**src/rtl/alu_muldiv_seq.sv**
```systemverilog
// Multi-cycle 16-bit unsigned multiply/divide sequencer driving an external ripple ALU.
// Optional MULDIV_ZERO_BYPASS_EN: multiplies with a zero operand skip the iterations.
module alu_muldiv_seq #(
  parameter logic [2:0] ALU_OP_ADD = 3'b010,
  parameter int         ITER       = 16
) (
  input  logic        clk,
  input  logic        reset,
  input  logic        in_valid,
  output logic        in_ready,
  input  logic        in_op,
  input  logic [15:0] in_a,
  input  logic [15:0] in_b,
  output logic        out_valid,
  input  logic        out_ready,
  output logic [15:0] out_hi,
  output logic [15:0] out_lo,
  output logic        out_divzero,
  output logic [15:0] alu_a,
  output logic [15:0] alu_b,
  output logic        alu_bnegate,
  output logic [2:0]  alu_op,
  input  logic [15:0] alu_result,
  input  logic        alu_carryout
);

  typedef enum logic [1:0] {IDLE, RUN, DONE} state_t;

  localparam logic [4:0] LAST = 5'(ITER);

  state_t      state, state_next;
  logic        op_r;
  logic        bypass_r;
  logic [4:0]  count;
  logic [15:0] hi_r;
  logic [15:0] lo_r;
  logic [15:0] b_r;

  logic        accept;
  logic        iterate;
  logic        finish;
  logic        div_zero_req;
  logic        skip_req;
  logic [16:0] mul_sum;
  logic [16:0] div_sh;

  assign in_ready  = (state == IDLE);
  assign out_valid = (state == DONE);
  assign alu_op    = ALU_OP_ADD;

  assign accept  = in_valid && in_ready;
  assign iterate = (state == RUN) && !bypass_r && (count < LAST);
  assign finish  = (state == RUN) && (bypass_r || (count == LAST));

  assign div_zero_req = in_op && (in_b == 16'd0);

  always_comb begin
    skip_req = div_zero_req;
`ifdef MULDIV_ZERO_BYPASS_EN
    if (!in_op && ((in_a == 16'd0) || (in_b == 16'd0)))
      skip_req = 1'b1;
`endif
  end

  // The remainder is stored as 16 bits: after a restore it is below the divisor,
  // so its 17th bit only exists transiently in the shifted value.
  assign div_sh  = {hi_r, lo_r[15]};
  assign mul_sum = lo_r[0] ? {alu_carryout, alu_result} : {1'b0, hi_r};

  always_comb begin
    alu_a       = 16'd0;
    alu_b       = 16'd0;
    alu_bnegate = 1'b0;
    if (iterate) begin
      alu_a       = op_r ? div_sh[15:0] : hi_r;
      alu_b       = b_r;
      alu_bnegate = op_r;
    end
  end

  always_ff @(posedge clk) begin
    if (reset)
      state <= IDLE;
    else
      state <= state_next;
  end

  always_comb begin
    state_next = state;
    case (state)
      IDLE:    if (accept)    state_next = RUN;
      RUN:     if (finish)    state_next = DONE;
      DONE:    if (out_ready) state_next = IDLE;
      default:                state_next = IDLE;
    endcase
  end

  // Bypassed requests preload their final answer so the finish step just copies it.
  always_ff @(posedge clk) begin
    if (reset) begin
      op_r        <= 1'b0;
      bypass_r    <= 1'b0;
      count       <= 5'd0;
      hi_r        <= 16'd0;
      lo_r        <= 16'd0;
      b_r         <= 16'd0;
      out_hi      <= 16'd0;
      out_lo      <= 16'd0;
      out_divzero <= 1'b0;
    end else if (accept) begin
      op_r        <= in_op;
      bypass_r    <= skip_req;
      count       <= 5'd0;
      b_r         <= in_b;
      out_divzero <= div_zero_req;
      if (div_zero_req) begin
        hi_r <= in_a;
        lo_r <= 16'hFFFF;
      end else begin
        hi_r <= 16'd0;
        lo_r <= skip_req ? 16'd0 : in_a;
      end
    end else if (iterate) begin
      count <= count + 5'd1;
      if (!op_r) begin
        hi_r <= mul_sum[16:1];
        lo_r <= {mul_sum[0], lo_r[15:1]};
      end else if (div_sh[16] || alu_carryout) begin
        hi_r <= alu_result;
        lo_r <= {lo_r[14:0], 1'b1};
      end else begin
        hi_r <= div_sh[15:0];
        lo_r <= {lo_r[14:0], 1'b0};
      end
    end else if (finish) begin
      out_hi <= hi_r;
      out_lo <= lo_r;
    end
  end

endmodule

```
**config.mk**
```make
export PLATFORM = sky130hd
export DESIGN_NAME = alu_muldiv_seq
export DESIGN_NICKNAME = d
export VERILOG_FILES = /design/src/rtl/alu_muldiv_seq.sv
export SDC_FILE = /design/constraint.sdc
export NUM_CORES = 1
export LEC_CHECK = 0
export CORE_UTILIZATION = 52
export DETAILED_ROUTE_END_ITERATION = 8
export GPL_TIMING_DRIVEN = 1
export PLACE_DENSITY = 0.86
export SLEW_MARGIN = 20
export SYNTH_ARGS = -nofsm -noshare
export SYNTH_HDL_FRONTEND = slang
export SYNTH_SLANG_ARGS = --single-unit
```
**constraint.sdc**
```tcl
create_clock -name clk -period 6.4 [get_ports clk]
set_input_delay 1.28 -clock clk [delete_from_list [all_inputs] [get_ports clk]]
set_output_delay 1.28 -clock clk [all_outputs]
set_load 0.01 [all_outputs]
```
==> summary.md <==
| Metric | Value |
|---|---|
| Status | `complete, no violations` |
| Arrival time worst endpoint | `3110 ps` |
| Mapped Area | `0.00451 mm^2` |
| Num CTS Buffers | `9` |
| Worst Path Required | `5120 ps` |
| I/O Buffers | `121` |
| WL/cell | `16.7 um` |
| # placed instances | `766` |
| Main area contributors after synthesis | `dfxtp_1 (40%), nand2_1 (12%), a21oi_1 (7.7%)` |
| Top cell type by total area after synthesis | `dfxtp_1` |
| Area grow syn2layout | `30.3%` |
| CTS tree | `built` |
| Post-route cell area | `0.00587 mm^2` |
| Crit path capture | `alu_a[4]` |
| Most frequent cells after synthesis | `nand2_1 (149), dfxtp_1 (89), a21oi_1 (69)` |
| Fraction of layout instances using a drive strength above 1 | `9.45%` |
| Final worst slack | `2010 ps` |
| Fmax | `228 MHz` |
| Post-synth EDFFs | `0` |
| Worst-path fanout max | `25` |
| Hold-critical path depth | `2` |
| Clock tree buffer depth | `2` |
| Post-DP HPWL | `8.79 mm` |
| Initial Utilization | `54.3%` |
| Routed WL | `13.0 mm` |
| Clk_lat worst skew | `370 ps` |
| DRT Pass-1 Iters | `5` |
| Skew final | `8.37 ps` |
| Placement-stage cell area | `0.00568 mm^2` |
| Setup WS pre-CTS | `2480 ps` |
| Root Driver | `clkbuf_8` |
| Antenna diodes | `0` |
| Critical path origin | `state[0]` |
| H-tree level count | `3` |
| CTS Sinks | `89` |
| Tcrit/Tclk final | `68.5%` |
| Vias in the first global route | `4,287` |
| Synth cell types | `42` |
| FF-to-FF End | `lo_r[2]` |
| Final global-route overflow total | `0` |
| DRC | `0` |
| Core area | `0.00830 mm^2` |
| Die height | `95.1 um` |
| Ys flop type | `dfxtp_1` |
| MaxCap Viol Count | `0` |
| Largest net degree at the start of global routing | `86` |
| Leakage | `2.04 nW` |
| Gr usage total | `29.6%` |
| Syn Inst Count | `585` |
| Drt via density | `5.92` |
| Peak supply drop | `0.120 mV` |
| Fin crit period | `4390 ps` |
| HP Start | `out_lo[13]` |
| Post-CTS Setup Inserts | `0` |
| Warnings from Yosys | `0` |
| Synth async-reset ratio | `0%` |
| Iteration-0 DRC Markers | `358` |
| Top Ports | `125` |
| # setup viols final | `0` |
| Worst reg2reg startpoint | `state[0]` |
| Synth top area share | `39.5%` |
| Seq/Total Area, Yosys | `39.5%` |
| Num rows | `33` |
| CP max stage cell | `nor2b_1` |
| Critical Path Stages | `5` |
| Fillers | `668` |
| Die Area | `0.00904 mm^2` |
| Register area | `0.00178 mm^2` |
| Setup TNS | `0 ps` |
| Post-Syn Area per Cell | `7.70 um^2` |
| Register bit total from synthesis | `89` |
| CP top delay family | `simple AND/OR/NAND/NOR gates` |
| Setup crit end kind | `primary output` |
| Layout net count | `728` |
| Worst Max-Slew Pin Slew | `999 ps` |
| Die width | `95.1 um` |
| CP bufs+invs | `2` |
| Total vias in the final route | `4,627` |
| Rel. slew slack | `33.3%` |
| Post-cts hold buffer count | `0` |
| Post-CTS Resized | `0` |
| ANT nets after route | `0` |
| GP Congestion | `0.874` |
| Clock transition at path regs | `80 ps` |
| First-pass GRT wire length | `20.7 mm` |
| Hold WC Path Type | `register to register` |
| Most frequent cell after synthesis | `nand2_1` |
| Pwr dens | `205 mW/mm^2` |
| Startpoint Class | `register` |
| Critical path cell sequence | `nor2b_1, nand2_1, buf_4, nor2_1, clkdlybuf4s50_1` |
| Post-route insts no fill | `782` |
| RSZ-0062 raised after global routing | `false` |
| Final number of hold-violating endpoints | `0` |
| R2R cell count | `5` |
| R2r setup slk | `3900 ps` |
| Worst path max stage delay | `820 ps` |
| Multi-input gate area | `0.00249 mm^2` |
| Max Slew Vio Count | `0` |
| Antenna violations before repair | `0` |
| Critical path class | `register to primary output` |
[worst register-to-register path, cell delays in order (launching register included)]
cell,delay (ps)
dfxtp_1,420
nor2b_1,820
nand2_1,430
buf_4,360
o22ai_1,220
a211oi_2,110
[sequential cells by signal, summed over array words and instances (netlist names)]
name,cells
count,5
state,2
lo_r,16
b_r,16
hi_r,16
bypass_r,1
out_hi,16
out_lo,16
op_r,1
[layer usage]
layer  global-route usage [%]  vias to the layer above  wire length, um
met2                     50.0                      253             6160
li1                         -                     2192                -
met1                     36.2                     2147             5270
met5                        0                        -                0
met4                     10.9                        0              371
met3                     7.74                       35             1230
[per-stage QoR]
stage          hold slack (ps)  utilization (%)  power (mW)
2_1_floorplan              432                -       0.740
3_3_place_gp               438             68.4       0.815
3_5_place_dp               442             68.4       0.823
4_1_cts                    453             70.7        1.20
5_1_grt                    477             70.7        1.25
6_report                   456             70.7        1.20
[area by class of cell]
type / count / area share [%]
repair buffers: 129 / 21.6
flip-flops and latches: 89 / 30.4
inverters: 2 / 0.128
clock inverters: 5 / 0.959
clock buffers: 11 / 2.24
well taps: 105 / 2.24
multi-input cells: 441 / 42.5
[cell usage in the layout (no fill, tap or decap), drive strengths merged, types with 2 or more instances in the layout]
cell type      netlist  routed
a211oi              21      21
a21oi               69      69
a22oi                6       6
a31oi               11      11
and3                17      17
buf                 10       9
clkbuf              44      11
clkdlybuf4s50        0     120
clkinv               0       3
conb                 2       3
dfxtp               89      89
ha                   2       2
inv                  2       2
mux2                26      26
mux2i               18      18
nand2              149     149
nand2b               3       3
nand3                5       5
nor2                46      46
nor2b                5       5
nor3                 3       3
nor4                 3       3
o211ai               5       5
o21ai               13      13
o221ai               7       7
o22ai               14      14
or2                  2       2
xor2                 2       2
[report_power, final]
part	switching, mW	leakage [nW]	total, mW	internal (mW)
sequential	0.0344	0.726	0.612	0.577
combinational	0.104	1.22	0.204	0.100
clock	0.206	0.0933	0.386	0.180
[cells by family after synthesis]
group	count (synthesis)	share of synthesized area [%]
multiplexers	44	10.5
adder cells (fa/ha/maj)	2	0.555
buffers and inverters	56	5.30
AO/OA/AOI/OAI	149	20.7
AND/OR/NAND/NOR	240	22.6
XOR/XNOR	3	0.583
flip-flops	89	39.5
other	2	0.167
[worst min-delay path by stage]
stage	to	slack, ps
after floorplan	b_r[0]	430
after global placement	b_r[15]	440
after detailed placement	b_r[1]	440
after CTS	b_r[1]	450
after global routing	out_hi[3]	480
final	out_lo[13]	460
(Power assumes the default switching activity.)
